## src/rtl/risc_spm_pkg.sv

```systemverilog
// Shared RISC-SPM definitions: opcodes, control-FSM states and bus-mux select encodings.
// Used by the control unit and by the datapath muxes.
package risc_spm_pkg;

  localparam int unsigned WORD_W  = 8;
  localparam int unsigned OPC_W   = 4;
  localparam int unsigned STATE_W = 4;
  localparam int unsigned SEL1_W  = 3;
  localparam int unsigned SEL2_W  = 2;

  localparam logic [OPC_W-1:0] OP_NOP  = 4'd0;
  localparam logic [OPC_W-1:0] OP_ADD  = 4'd1;
  localparam logic [OPC_W-1:0] OP_SUB  = 4'd2;
  localparam logic [OPC_W-1:0] OP_AND  = 4'd3;
  localparam logic [OPC_W-1:0] OP_NOT  = 4'd4;
  localparam logic [OPC_W-1:0] OP_RD   = 4'd5;
  localparam logic [OPC_W-1:0] OP_WR   = 4'd6;
  localparam logic [OPC_W-1:0] OP_BR   = 4'd7;
  localparam logic [OPC_W-1:0] OP_BRZ  = 4'd8;
  localparam logic [OPC_W-1:0] OP_HALT = 4'd15;

  localparam logic [STATE_W-1:0] S_IDLE = 4'd0;
  localparam logic [STATE_W-1:0] S_FET1 = 4'd1;
  localparam logic [STATE_W-1:0] S_FET2 = 4'd2;
  localparam logic [STATE_W-1:0] S_DEC  = 4'd3;
  localparam logic [STATE_W-1:0] S_EX1  = 4'd4;
  localparam logic [STATE_W-1:0] S_RD1  = 4'd5;
  localparam logic [STATE_W-1:0] S_RD2  = 4'd6;
  localparam logic [STATE_W-1:0] S_WR1  = 4'd7;
  localparam logic [STATE_W-1:0] S_WR2  = 4'd8;
  localparam logic [STATE_W-1:0] S_BR1  = 4'd9;
  localparam logic [STATE_W-1:0] S_BR2  = 4'd10;
  localparam logic [STATE_W-1:0] S_HALT = 4'd11;

  localparam logic [SEL1_W-1:0] SEL1_R0 = 3'd0;
  localparam logic [SEL1_W-1:0] SEL1_R1 = 3'd1;
  localparam logic [SEL1_W-1:0] SEL1_R2 = 3'd2;
  localparam logic [SEL1_W-1:0] SEL1_R3 = 3'd3;
  localparam logic [SEL1_W-1:0] SEL1_PC = 3'd4;

  localparam logic [SEL2_W-1:0] SEL2_ALU  = 2'd0;
  localparam logic [SEL2_W-1:0] SEL2_BUS1 = 2'd1;
  localparam logic [SEL2_W-1:0] SEL2_MEM  = 2'd2;

  // Register-file index to its Bus_1 select code.
  function automatic logic [SEL1_W-1:0] sel1_reg(input logic [1:0] r);
    return {1'b0, r};
  endfunction

  // Register-file index to one-hot load strobes (bit n loads Rn).
  function automatic logic [3:0] reg_onehot(input logic [1:0] r);
    return 4'b0001 << r;
  endfunction

endpackage

```

## src/rtl/control_unit.sv

```systemverilog
// RISC-SPM control unit: 4-bit state FSM with combinational strobe/select decode.
// Optional CU_ILLEGAL_HALT_EN: opcodes 9-14 halt the machine instead of acting as NOP.
module control_unit
  import risc_spm_pkg::*;
(
  input  logic              clk,
  input  logic              rst,
  input  logic [WORD_W-1:0] instruction,
  input  logic              Zflag,
  output logic [SEL1_W-1:0] Sel_Bus_1_Mux,
  output logic [SEL2_W-1:0] Sel_Bus_2_Mux,
  output logic              Load_R0,
  output logic              Load_R1,
  output logic              Load_R2,
  output logic              Load_R3,
  output logic              Load_PC,
  output logic              Inc_PC,
  output logic              Load_IR,
  output logic              Load_Add_R,
  output logic              Load_Reg_Y,
  output logic              Load_Reg_Z,
  output logic              write,
  output logic              halted
);

  logic [STATE_W-1:0] state_q;
  logic [STATE_W-1:0] state_d;

  logic [OPC_W-1:0]  opcode;
  logic [1:0]        src;
  logic [1:0]        dest;

  logic [SEL1_W-1:0] sel1_c;
  logic [SEL2_W-1:0] sel2_c;
  logic [3:0]        load_r_c;
  logic              load_pc_c;
  logic              inc_pc_c;
  logic              load_ir_c;
  logic              load_add_r_c;
  logic              load_reg_y_c;
  logic              load_reg_z_c;
  logic              write_c;
  logic              halted_c;

  assign opcode = instruction[7:4];
  assign src    = instruction[3:2];
  assign dest   = instruction[1:0];

  always_ff @(posedge clk) begin
    if (rst) state_q <= S_IDLE;
    else     state_q <= state_d;
  end

  // Next state and control decode; everything is held quiet while rst is high.
  always_comb begin
    state_d      = state_q;
    sel1_c       = SEL1_R0;
    sel2_c       = SEL2_ALU;
    load_r_c     = 4'b0000;
    load_pc_c    = 1'b0;
    inc_pc_c     = 1'b0;
    load_ir_c    = 1'b0;
    load_add_r_c = 1'b0;
    load_reg_y_c = 1'b0;
    load_reg_z_c = 1'b0;
    write_c      = 1'b0;
    halted_c     = 1'b0;
    if (!rst) begin
      case (state_q)
        S_IDLE: state_d = S_FET1;
        S_FET1: begin
          sel1_c       = SEL1_PC;
          sel2_c       = SEL2_BUS1;
          load_add_r_c = 1'b1;
          state_d      = S_FET2;
        end
        S_FET2: begin
          sel2_c    = SEL2_MEM;
          load_ir_c = 1'b1;
          inc_pc_c  = 1'b1;
          state_d   = S_DEC;
        end
        S_DEC: begin
          case (opcode)
            OP_NOP: state_d = S_FET1;
            OP_ADD, OP_SUB, OP_AND: begin
              sel1_c       = sel1_reg(src);
              sel2_c       = SEL2_BUS1;
              load_reg_y_c = 1'b1;
              state_d      = S_EX1;
            end
            OP_NOT: begin
              sel1_c       = sel1_reg(src);
              sel2_c       = SEL2_ALU;
              load_reg_z_c = 1'b1;
              load_r_c     = reg_onehot(dest);
              state_d      = S_FET1;
            end
            OP_RD, OP_WR, OP_BR: begin
              sel1_c       = SEL1_PC;
              sel2_c       = SEL2_BUS1;
              load_add_r_c = 1'b1;
              state_d      = (opcode == OP_RD) ? S_RD1 :
                             (opcode == OP_WR) ? S_WR1 : S_BR1;
            end
            OP_BRZ: begin
              if (Zflag) begin
                sel1_c       = SEL1_PC;
                sel2_c       = SEL2_BUS1;
                load_add_r_c = 1'b1;
                state_d      = S_BR1;
              end else begin
                // Not taken: step the PC over the branch-target byte.
                inc_pc_c = 1'b1;
                state_d  = S_FET1;
              end
            end
            OP_HALT: state_d = S_HALT;
            default: begin
`ifdef CU_ILLEGAL_HALT_EN
              state_d = S_HALT;
`else
              state_d = S_FET1;
`endif
            end
          endcase
        end
        S_EX1: begin
          sel1_c       = sel1_reg(dest);
          sel2_c       = SEL2_ALU;
          load_reg_z_c = 1'b1;
          load_r_c     = reg_onehot(dest);
          state_d      = S_FET1;
        end
        S_RD1, S_WR1: begin
          sel2_c       = SEL2_MEM;
          load_add_r_c = 1'b1;
          inc_pc_c     = 1'b1;
          state_d      = (state_q == S_RD1) ? S_RD2 : S_WR2;
        end
        S_RD2: begin
          sel2_c   = SEL2_MEM;
          load_r_c = reg_onehot(dest);
          state_d  = S_FET1;
        end
        S_WR2: begin
          sel1_c  = sel1_reg(src);
          write_c = 1'b1;
          state_d = S_FET1;
        end
        S_BR1: begin
          sel2_c       = SEL2_MEM;
          load_add_r_c = 1'b1;
          state_d      = S_BR2;
        end
        S_BR2: begin
          sel2_c    = SEL2_MEM;
          load_pc_c = 1'b1;
          state_d   = S_FET1;
        end
        S_HALT: begin
          halted_c = 1'b1;
          state_d  = S_HALT;
        end
        default: state_d = S_IDLE;
      endcase
    end
  end

  assign Sel_Bus_1_Mux = sel1_c;
  assign Sel_Bus_2_Mux = sel2_c;
  assign Load_R0       = load_r_c[0];
  assign Load_R1       = load_r_c[1];
  assign Load_R2       = load_r_c[2];
  assign Load_R3       = load_r_c[3];
  assign Load_PC       = load_pc_c;
  assign Inc_PC        = inc_pc_c;
  assign Load_IR       = load_ir_c;
  assign Load_Add_R    = load_add_r_c;
  assign Load_Reg_Y    = load_reg_y_c;
  assign Load_Reg_Z    = load_reg_z_c;
  assign write         = write_c;
  assign halted        = halted_c;

endmodule

```

## config.mk

```make
export PLATFORM = sky130hd
export DESIGN_NAME = control_unit
export DESIGN_NICKNAME = d
export VERILOG_FILES = /design/src/rtl/risc_spm_pkg.sv /design/src/rtl/control_unit.sv
export SDC_FILE = /design/constraint.sdc
export NUM_CORES = 1
export LEC_CHECK = 0
export ABC_AREA = 1
export CAP_MARGIN = 0
export CELL_PAD_IN_SITES_DETAIL_PLACEMENT = 0
export CELL_PAD_IN_SITES_GLOBAL_PLACEMENT = 1
export CORE_MARGIN = 5
export CORE_UTILIZATION = 23
export DETAILED_ROUTE_END_ITERATION = 10
export GPL_ROUTABILITY_DRIVEN = 0
export GPL_TIMING_DRIVEN = 0
export PLACE_DENSITY = 0.75
export REMOVE_ABC_BUFFERS = 1
export SYNTH_ARGS = -nofsm -noshare
export SYNTH_HDL_FRONTEND = slang
export SYNTH_SLANG_ARGS = --single-unit
```

## constraint.sdc

```tcl
create_clock -name clk -period 1 [get_ports clk]
set_input_delay 0.1 -clock clk [delete_from_list [all_inputs] [get_ports clk]]
set_output_delay 0.1 -clock clk [all_outputs]
set_load 0.01 [all_outputs]
```

==> impl_metrics.env, run 1 <==
export IMPL_path_class="flop to output port"
export IMPL_initial_utilization_pct=24.5
export IMPL_powerDensity_nw_per_um2=653
export IMPL_largest_register_ff_count=4
export IMPL_grt_overflow_total=0
export IMPL_worstMarginPinSlew_ns=0.443
export IMPL_syn_area_um2=612
export IMPL_grt_pass1_vias=762
export IMPL_worstPathArrival_ns=1.35
export IMPL_met1_usage_pct=15.4
export IMPL_skew_ns=0.00948
export IMPL_die_area_um2=3790
export IMPL_nFillCells=282
export IMPL_p_clk_share_pct=29.0
export IMPL_htree_levels=1
export IMPL_pwr_share_comb_pct=44.4
export IMPL_grtUsageTotal_pct=11.3
export IMPL_largest_registers="state_q (4)"
export IMPL_min_from="rst"
export IMPL_grtUsageMet2_pct=18.8
export IMPL_critPathLaunchType="flop"
export IMPL_r2r_worst_path_cells=6
export IMPL_area_sequential_um2=95.1
export IMPL_drc=0
export IMPL_cts_root_buf="clkbuf_4"
export IMPL_final_util_pct=42.5
export IMPL_fin_ws_ns=-0.451
export IMPL_p_sw_mw=0.270
export IMPL_p_sw_share_pct=38.9
export IMPL_rsz0062_at_grt="yes"
export IMPL_grt_first_pass_wirelength_mm=3.31
export IMPL_reg2reg_from="state_q[0]"
export IMPL_final_cell_area_um2=1060
export IMPL_regMostFlops="state_q"
export IMPL_cts_tree="built"
export IMPL_avgSynthCellArea_um2=5.23
export IMPL_syn2layout_area_growth_pct=73.8
export IMPL_via_per_inst=4.71
export IMPL_hold_depth=2
export IMPL_relSlewSlack_pct=70.5
export IMPL_die_h_um=61.6
export IMPL_grt_max_degree=20
export IMPL_die_w_um=61.6
export IMPL_hold_slack_ns=0.340
export IMPL_yosysUniqueCellTypes=20
export IMPL_pre_cts_ws_ns=-1.01
export IMPL_num_io_pins=28
export IMPL_setup_viol_count_final=20
export IMPL_clock_sinks=4
export IMPL_p_leak_nw=0.490
export IMPL_hold_viol_final=0
export IMPL_dpl_hpwl_mm=1.63
export IMPL_drt_iter0_drc=18
export IMPL_portBuffers=27
export IMPL_placed_area_um2=900
export IMPL_fin_tns_setup_ns=-6.64
export IMPL_syn_instance_count=117
export IMPL_postRouteAntennaNets=0
export IMPL_irDropWorstVdd_uv=486
export IMPL_cts_buffers=3
export IMPL_period_needed_ns=1.45
export IMPL_min_to="state_q[1]"
export IMPL_intPower_mw=0.424
export IMPL_antenna_cells=0
export IMPL_avgRoutedWirePerCell_um=12.3
export IMPL_rrSetupSlack_ns=-0.10
export IMPL_totalPowerFinal_mw=0.694
export IMPL_grt_use_met3_pct=2.52
export IMPL_fin_crit_sh_pct=145
export IMPL_cp_max_fo=5
export IMPL_r2r_end="state_q[2]"
export IMPL_num_vias=858
export IMPL_antenna_found_initial=0
export IMPL_multi_input_area_um2=558
export IMPL_p_seq_share_pct=26.5
export IMPL_hold_buffers=0
export IMPL_cp_data_required_time_ns=0.90
export IMPL_core_area_um2=2500
export IMPL_layout_drive_gt1_share_pct=50.7
export IMPL_hold_class="input pin to flop"
export IMPL_fin_nets=165
export IMPL_fin_cells=182
export IMPL_slew_viol_final=0
export IMPL_cp_end_kind="output port"
export IMPL_yosysWarnings=0
export IMPL_status="finished with violations"
export IMPL_drt_total_wl_mm=2.24
export IMPL_cts_buffer_depth=2
export IMPL_fmax_mhz=689
export IMPL_num_rows=18
export IMPL_max_cap_violations=0
export IMPL_firstDrtPassIters=4
export IMPL_clk_pin_slew_ns=0.04
export IMPL_top_usage_layer="met2"
export IMPL_place_inst=171
export IMPL_ys_seq_area_share_pct=13.1
export IMPL_insertion_delay_ns=0.24
export IMPL_ys_ff_latch=4
export IMPL_violations="negative setup slack"
==> power by group through the flow <==
stage	Combinational, mW	Clock [mW]	Sequential [mW]
after global routing	0.338	0.226	0.186
after detailed placement	0.248	0	0.187
final	0.308	0.202	0.184
after CTS	0.260	0.208	0.185
after global placement	0.249	0	0.187
after floorplan	0.132	0	0.185
==> layer usage <==
layer / vias up / wire (µm)
met5: - / 0
li1: 448 / -
met4: 0 / 0
met2: 35 / 1030
met1: 375 / 1030
met3: 0 / 178
==> final cells by class <==
type	instances	area share [%]
Clock buffer	3	2.12
Inverter	23	9.53
Multi-Input combinational cell	87	52.5
Sequential cell	4	8.94
Tap cell	30	3.53
Timing Repair Buffer	35	23.4
==> synth_stat cells <==
library cell  number  area share (%)
a21oi_1           12             9.8
a31oi_1            3             3.1
buf_1              1            0.61
buf_2              1            0.82
buf_6              1             1.8
dfxtp_1            4              13
inv_1             18              11
inv_2              5             3.1
nand2_1           20              12
nand2_2            1             1.0
nand2_4            2             3.7
nand3_1            6             4.9
nor2_1            20              12
nor2_2             3             3.1
nor2_4             2             3.7
nor3_1             6             4.9
nor4_1             3             3.1
o21ai_0            6             4.9
o21ai_1            2             1.6
o21bai_1           1             1.2
==> cells by family (layout without fill, tap and decap cells) <==
kind of cell | count (synthesis) | after routing | synth area share [%]
buf+inv | 26 | 61 | 17.4
compound gates | 24 | 24 | 20.7
flops | 4 | 4 | 13.1
simple gates | 63 | 63 | 48.9
==> worst max-delay path, cell delays in order, from the launching register on <==
cell and delay (ns):
dfxtp_4 0.36, inv_6 0.09, nand2_4 0.07, nor2_4 0.12, inv_2 0.05, o21ai_2 0.09, inv_1 0.06, a21oi_2 0.12
buf_2 0.15
==> worst max path at each step <==
stage / slack, ns / cells past startpoint / start / endpoint
2_1_floorplan: -0.30 / 6 / state_q[0] / Load_R1
3_3_place_gp: -0.99 / 3 / rst / Load_PC
3_5_place_dp: -1.01 / 3 / rst / Load_PC
4_1_cts: -0.49 / 6 / state_q[3] / Load_R3
5_1_grt: -0.54 / 7 / state_q[3] / Load_Add_R
6_report: -0.45 / 8 / state_q[1] / Sel_Bus_1_Mux[1]
==> what timing repair did <==
action	CTS	global route
buffers inserted	2	6
endpoints found under the hold margin	0	0
pin swaps	2	10
resized for setup	97	40
setup endpoints to repair	21	21
==> cell usage in the layout, fill, tap and decap left out, drive strengths merged <==
cell type,synthesis,final
o21ai,8,8
clkbuf,0,4
nand3,6,6
buf,3,24
nor3,6,6
dlymetal6s2s,0,1
dlygate4sd2,0,3
nor4,3,3
nand2,23,23
a31oi,3,3
o21bai,1,1
clkdlybuf4s15,0,1
dfxtp,4,4
clkdlybuf4s50,0,5
inv,23,23
a21oi,12,12
nor2,25,25
Note: power is estimated with default switching activity, not from simulation.
==> run 2, diff against run 1 <==
Settings changed: ABC_AREA 1 to default, CORE_UTILIZATION 23 to 26, CTS_CLUSTER_DIAMETER from default to 40.
==> run 2 against run 1 <==
Net effect: the run still ends with negative setup slack left; total power up 4.3%; cell count down 14%; register-to-register slack worse by 0.58 ns; count of clock-buffer cells in the layout unchanged; setup slack worse by 0.44 ns; clock power up 4%; global-route usage up 4.3 points; highest routed layer is now met4; maximum frequency down 23%.
==> impl_metrics.env, run 2 <==
export IMPL_num_io_pins=28
export IMPL_grt_first_pass_wirelength_mm=4.25
export IMPL_initial_utilization_pct=27.0
export IMPL_avgSynthCellArea_um2=7.12
export IMPL_synth_edff_count=0
export IMPL_cp_slowest_stage_delay_ns=0.42
export IMPL_r2r_worst_path_cells=3
export IMPL_yosysTopAreaCell="dfxtp_1"
export IMPL_rrSetupSlack_ns=-0.68
export IMPL_reg2reg_from="state_q[2]"
export IMPL_syn2layout_area_growth_pct=72.2
export IMPL_pre_cts_ws_ns=-1.59
export IMPL_regMostFlops="state_q"
export IMPL_intPower_mw=0.455
export IMPL_irDropWorstVdd_uv=409
export IMPL_async_flop_share_pct=0
export IMPL_critPathLaunchType="flop"
export IMPL_drt_total_wl_mm=2.57
export IMPL_largest_registers="state_q (4)"
export IMPL_die_w_um=60.7
export IMPL_drc=0
export IMPL_pwr_share_comb_pct=41.8
export IMPL_cts_buffers=3
export IMPL_htree_levels=1
export IMPL_die_h_um=60.7
export IMPL_cts_buffer_depth=2
export IMPL_synth_top_area_share_pct=12.0
export IMPL_p_leak_nw=0.424
export IMPL_violations="negative setup slack"
export IMPL_path_class="flop to output port"
export IMPL_cts_root_buf="clkbuf_4"
export IMPL_skew_ns=0.00294
export IMPL_fmax_mhz=530
export IMPL_antenna_found_initial=0
export IMPL_relSlewSlack_pct=66.3
export IMPL_cp_startpoint="state_q[2]"
export IMPL_syn_area_um2=669
export IMPL_period_needed_ns=1.89
export IMPL_hold_depth=3
export IMPL_setup_viol_count_final=20
export IMPL_cp_data_required_time_ns=0.90
export IMPL_min_from="instruction[5]"
export IMPL_yosysWarnings=0
export IMPL_die_area_um2=3690
export IMPL_ys_seq_area_share_pct=12.0
export IMPL_p_sw_mw=0.270
export IMPL_drt_iter0_drc=15
export IMPL_num_vias=905
export IMPL_fin_nets=140
export IMPL_worstPathArrival_ns=1.79
export IMPL_path_buf_inv=2
export IMPL_hold_class="input pin to flop"
export IMPL_final_common_cell="buf_2"
export IMPL_totalPowerFinal_mw=0.724
export IMPL_layout_drive_gt1_share_pct=53.5
export IMPL_crit_family="simple AND/OR/NAND/NOR gates"
export IMPL_grt_max_degree=19
export IMPL_core_area_um2=2480
export IMPL_fin_crit_sh_pct=189
export IMPL_p_clk_share_pct=29.1
export IMPL_worstMarginPinSlew_ns=0.505
export IMPL_cp_max_fo=7
export IMPL_cp_end_kind="output port"
export IMPL_yosys_top_cells_area="dfxtp_1 12%, nand2b_1 4.7%, nor3_1 4.5%, or4b_2 4.5%, nand3b_1 4.5%"
export IMPL_min_to="state_q[1]"
export IMPL_r2r_end="state_q[2]"
export IMPL_firstDrtPassIters=4
export IMPL_via_per_inst=5.76
export IMPL_critPathSlowestCell="o41a_1"
export IMPL_rsz0062_at_grt="yes"
export IMPL_postRouteAntennaNets=0
export IMPL_antenna_cells=0
export IMPL_hold_viol_final=0
export IMPL_largest_register_ff_count=4
export IMPL_cts_tree="built"
export IMPL_clock_sinks=4
export IMPL_slew_viol_final=0
export IMPL_syn_instance_count=94
export IMPL_insertion_delay_ns=0.24
export IMPL_num_rows=18
export IMPL_hold_buffers=0
export IMPL_grt_overflow_total=0
export IMPL_max_cap_violations=0
export IMPL_p_seq_share_pct=29.1
export IMPL_synth_flop_cell="dfxtp_1"
export IMPL_portBuffers=27
export IMPL_clk_pin_slew_ns=0.04
export IMPL_nFillCells=265
export IMPL_status="finished with violations"
export IMPL_cp_cell_sequence="or2_4 > o41a_1 > buf_6 > nor4b_4 > buf_2"
export IMPL_synthTopCellsByCount="7 x clkbuf_1, 7 x nand2_1, 6 x nor3_1"
export IMPL_ys_ff_latch=4
export IMPL_final_cell_mix="14 x buf_2, 7 x buf_6, 6 x nand2_1, 6 x clkdlybuf4s50_1, 6 x buf_4"
export IMPL_grtUsageTotal_pct=15.5
export IMPL_avgRoutedWirePerCell_um=16.4
export IMPL_dpl_hpwl_mm=1.55
export IMPL_powerDensity_nw_per_um2=628
export IMPL_p_sw_share_pct=37.2
export IMPL_fin_ws_ns=-0.888
export IMPL_yosysUniqueCellTypes=42
export IMPL_grt_pass1_vias=897
==> run 2: changes by cell type after synthesis, sizes merged, moves of 4 or more <==
| cell | before | now |
|---|---|---|
| o21ai | 8 | 2 |
| nand2 | 23 | 7 |
| clkbuf | 0 | 8 |
| nand3b | 0 | 4 |
| a2111oi | 0 | 4 |
| inv | 23 | 3 |
| a21oi | 12 | 2 |
| nand3 | 6 | 1 |
| nor2 | 25 | 4 |
| nand2b | 0 | 5 |
==> run 2: final cells by class <==
cell class              instances  area [µm²]  area share, %
clock buffers                   3        22.5           1.95
inverters                       3        11.3          0.977
multi-input cells              77         687           59.6
flip-flops and latches          4        95.1           8.25
well taps                      30        37.5           3.26
repair buffers                 40         299           25.9
==> run 2: metrics by stage <==
| step | util (%) | hold slack (ns) | std cells | instance area [µm²] | TNS [ns] |
|---|---|---|---|---|---|
| 2_1_floorplan | - | 0.169 | 84 | 626 | -7.49 |
| 3_3_place_gp | 37.7 | 0.719 | 141 | 933 | -23.26 |
| 3_5_place_dp | 37.7 | 0.703 | 141 | 933 | -23.39 |
| 4_1_cts | 44.4 | 0.387 | 157 | 1100 | -13.29 |
| 5_1_grt | 46.5 | 0.242 | 157 | 1150 | -13.40 |
| 6_report | 46.5 | 0.226 | 157 | 1150 | -11.92 |
==> run 2: worst reg2reg max path, delay by kind of cell, from the launching register on <==
kind / cells / cell delay (ns)
buf+inv: 1 / 0.19
simple gates: 1 / 0.54
flops: 1 / 0.36
compound gates: 1 / 0.45
==> run 2: worst max-delay path by stage <==
stage	endpoint	slack, ns	cells after the start
3_3_place_gp	Load_R1	-1.57	5
2_1_floorplan	Load_R0	-0.70	3
6_report	Load_R2	-0.89	5
5_1_grt	Load_R2	-0.95	5
4_1_cts	Load_R2	-0.96	5
3_5_place_dp	Inc_PC	-1.59	5
==> run 2: power by group through the flow <==
stage | Combinational, mW | Sequential, mW | Clock (mW)
final | 0.303 | 0.210 | 0.211
after global placement | 0.245 | 0.213 | 0
after detailed placement | 0.246 | 0.212 | 0
after global routing | 0.329 | 0.213 | 0.226
after CTS | 0.281 | 0.205 | 0.209
after floorplan | 0.121 | 0.200 | 0
==> run 2: cell families (layout without fill, tap and decap cells) <==
logic type / count (synthesis) / count (layout) / share of synthesized area, %
compound gates: 26 / 26 / 29.2
xor+xnor: 1 / 1 / 1.31
buf+inv: 13 / 46 / 8.22
flops: 4 / 4 / 12.0
mux: 1 / 1 / 1.50
simple gates: 49 / 49 / 47.9
==> run 2: timing repair <==
action	4_1_cts	5_1_grt
setup buffers	13	1
pin swaps	12	10
resized for setup	95	32
endpoints found under the setup margin	21	21
==> run 2: routing by layer <==
metal	wire (µm)	up-vias	share of wire, %	track usage (%)
li1	-	432	-	-
met1	1130	430	44	19.2
met2	1300	37	51	26.4
met3	107	6	4.2	2.13
met4	36	0	1.4	7.43
met5	0	-	0	0
==> run 3, diff against run 2 <==
Settings changed: MAX_ROUTING_LAYER from default to met4.
==> run 3 against run 2 <==
Net effect: the flow still finishes with violations (negative setup slack); largest cell class unchanged; clock skew grew 0.00051 ns; sequential share of layout area unchanged; total power up 0.27%; count of clock-buffer cells in the layout stayed put; hold slack worse by 0.0042 ns; core utilization unchanged; via count is 1.5% lower; wire length hardly changed; setup slack lost 0.0014 ns; highest routed layer unchanged; maximum frequency about the same.
==> impl_metrics.env, run 3 (synthesis results as in run 2) <==
export IMPL_cts_buffer_depth=2
export IMPL_htree_levels=1
export IMPL_grt_max_degree=19
export IMPL_num_vias=891
export IMPL_max_cap_violations=0
export IMPL_path_buf_inv=2
export IMPL_critPathSlowestCell="o41a_1"
export IMPL_die_area_um2=3690
export IMPL_hold_viol_final=0
export IMPL_critPathLaunchType="flop"
export IMPL_place_inst=141
export IMPL_p_clk_share_pct=29.3
export IMPL_irDropWorstVdd_uv=413
export IMPL_postRouteAntennaNets=0
export IMPL_die_w_um=60.7
export IMPL_drt_total_wl_mm=2.57
export IMPL_portBuffers=27
export IMPL_skew_ns=0.00344
export IMPL_hold_class="input pin to flop"
export IMPL_p_sw_mw=0.271
export IMPL_pwr_share_comb_pct=41.7
export IMPL_setup_viol_count_final=20
export IMPL_drt_iter0_drc=25
export IMPL_cts_tree="built"
export IMPL_grt_overflow_total=0
export IMPL_p_sw_share_pct=37.4
export IMPL_fin_ws_ns=-0.890
export IMPL_clock_sinks=4
export IMPL_min_from="instruction[5]"
export IMPL_cts_root_buf="clkbuf_4"
export IMPL_crit_family="simple AND/OR/NAND/NOR gates"
export IMPL_reg2reg_from="state_q[2]"
export IMPL_grt_pass1_vias=894
export IMPL_rsz0062_at_grt="yes"
export IMPL_fmax_mhz=529
export IMPL_insertion_delay_ns=0.25
export IMPL_num_rows=18
export IMPL_cp_data_required_time_ns=0.90
export IMPL_fin_crit_sh_pct=189
export IMPL_totalPowerFinal_mw=0.726
export IMPL_largest_register_ff_count=4
export IMPL_layout_drive_gt1_share_pct=53.5
export IMPL_cp_slowest_stage_delay_ns=0.42
export IMPL_drc=0
export IMPL_grtUsageTotal_pct=16.1
export IMPL_die_h_um=60.7
export IMPL_multi_input_area_um2=687
export IMPL_cp_max_fo=7
export IMPL_final_cell_mix="14 x buf_2, 7 x buf_6, 6 x nand2_1, 6 x clkdlybuf4s50_1, 6 x buf_4"
export IMPL_initial_utilization_pct=27.0
export IMPL_cts_buffers=3
export IMPL_powerDensity_nw_per_um2=630
export IMPL_num_io_pins=28
export IMPL_cp_cell_sequence="or2_4 > o41a_1 > buf_6 > nor4b_4 > buf_2"
export IMPL_clk_pin_slew_ns=0.04
export IMPL_path_class="flop to output port"
export IMPL_status="finished with violations"
export IMPL_intPower_mw=0.455
export IMPL_final_common_cell="buf_2"
export IMPL_regMostFlops="state_q"
export IMPL_firstDrtPassIters=5
export IMPL_core_area_um2=2480
export IMPL_nFillCells=265
export IMPL_r2r_end="state_q[2]"
export IMPL_violations="negative setup slack"
export IMPL_antenna_cells=0
export IMPL_p_leak_nw=0.424
export IMPL_grt_first_pass_wirelength_mm=4.27
export IMPL_fin_nets=140
export IMPL_via_per_inst=5.68
export IMPL_r2r_worst_path_cells=3
export IMPL_rrSetupSlack_ns=-0.68
export IMPL_hold_buffers=0
export IMPL_p_seq_share_pct=29.0
export IMPL_slew_viol_final=0
export IMPL_min_to="state_q[1]"
export IMPL_syn2layout_area_growth_pct=72.2
export IMPL_area_sequential_um2=95.1
export IMPL_period_needed_ns=1.89
export IMPL_relSlewSlack_pct=66.5
export IMPL_dpl_hpwl_mm=1.55
export IMPL_antenna_found_initial=0
export IMPL_avgRoutedWirePerCell_um=16.3
export IMPL_fin_cells=157
export IMPL_hold_depth=3
export IMPL_largest_registers="state_q (4)"
export IMPL_worstPathArrival_ns=1.79
export IMPL_cp_end_kind="output port"
export IMPL_fin_tns_setup_ns=-11.95
export IMPL_worstMarginPinSlew_ns=0.503
==> run 3: worst reg2reg max path, cell delays in order, from the launching register on <==
cell and delay (ns):
dfxtp_4 0.36, buf_4 0.19, or4_1 0.54, a2111oi_1 0.45
==> run 3: routing by layer <==
layer / GRT usage [%] / wire length (µm) / share of wire [%]
met5: - / 0 / 0
met4: 7.43 / 33 / 1.3
met3: 1.70 / 83 / 3.2
met2: 26.4 / 1310 / 51
met1: 19.5 / 1140 / 44
==> run 3: final cells by class <==
| cell class | count | share of cell area (%) |
|---|---|---|
| Inverter | 3 | 0.977 |
| Clock buffer | 3 | 1.95 |
| Tap cell | 30 | 3.26 |
| Timing Repair Buffer | 40 | 25.9 |
| Multi-Input combinational cell | 77 | 59.6 |
| Sequential cell | 4 | 8.25 |
==> run 3: what timing repair did <==
item | in CTS | in global routing
buffers inserted | 13 | 1
setup endpoints to repair | 21 | 21
pin swaps | 12 | 10
gates resized for setup | 95 | 32
==> run 3: stage by stage <==
stage          worst slack, ns  hold WS, ns  util [%]  instance area, µm²
3_3_place_gp             -1.57        0.719      37.7                 933
3_5_place_dp             -1.59        0.703      37.7                 933
2_1_floorplan           -0.699        0.169         -                 626
6_report                -0.890        0.222      46.5                1150
4_1_cts                 -0.962        0.387      44.4                1100
5_1_grt                 -0.952        0.242      46.5                1150
==> run 3: power by group through the flow <==
| stage | clock network (mW) | registers [mW] | logic (mW) |
|---|---|---|---|
| after floorplan | 0 | 0.200 | 0.121 |
| after global placement | 0 | 0.213 | 0.245 |
| after detailed placement | 0 | 0.212 | 0.246 |
| after CTS | 0.209 | 0.205 | 0.281 |
| after global routing | 0.226 | 0.213 | 0.329 |
| final | 0.213 | 0.210 | 0.303 |
==> run 3: worst max-delay path by stage <==
stage / startpoint / end / slack (ns) / depth (start not counted)
final: state_q[2] / Load_R2 / -0.89 / 5
after global routing: state_q[2] / Load_R2 / -0.95 / 5
after CTS: state_q[2] / Load_R2 / -0.96 / 5
after detailed placement: instruction[7] / Inc_PC / -1.59 / 5
after global placement: instruction[6] / Load_R1 / -1.57 / 5
after floorplan: state_q[2] / Load_R0 / -0.70 / 3
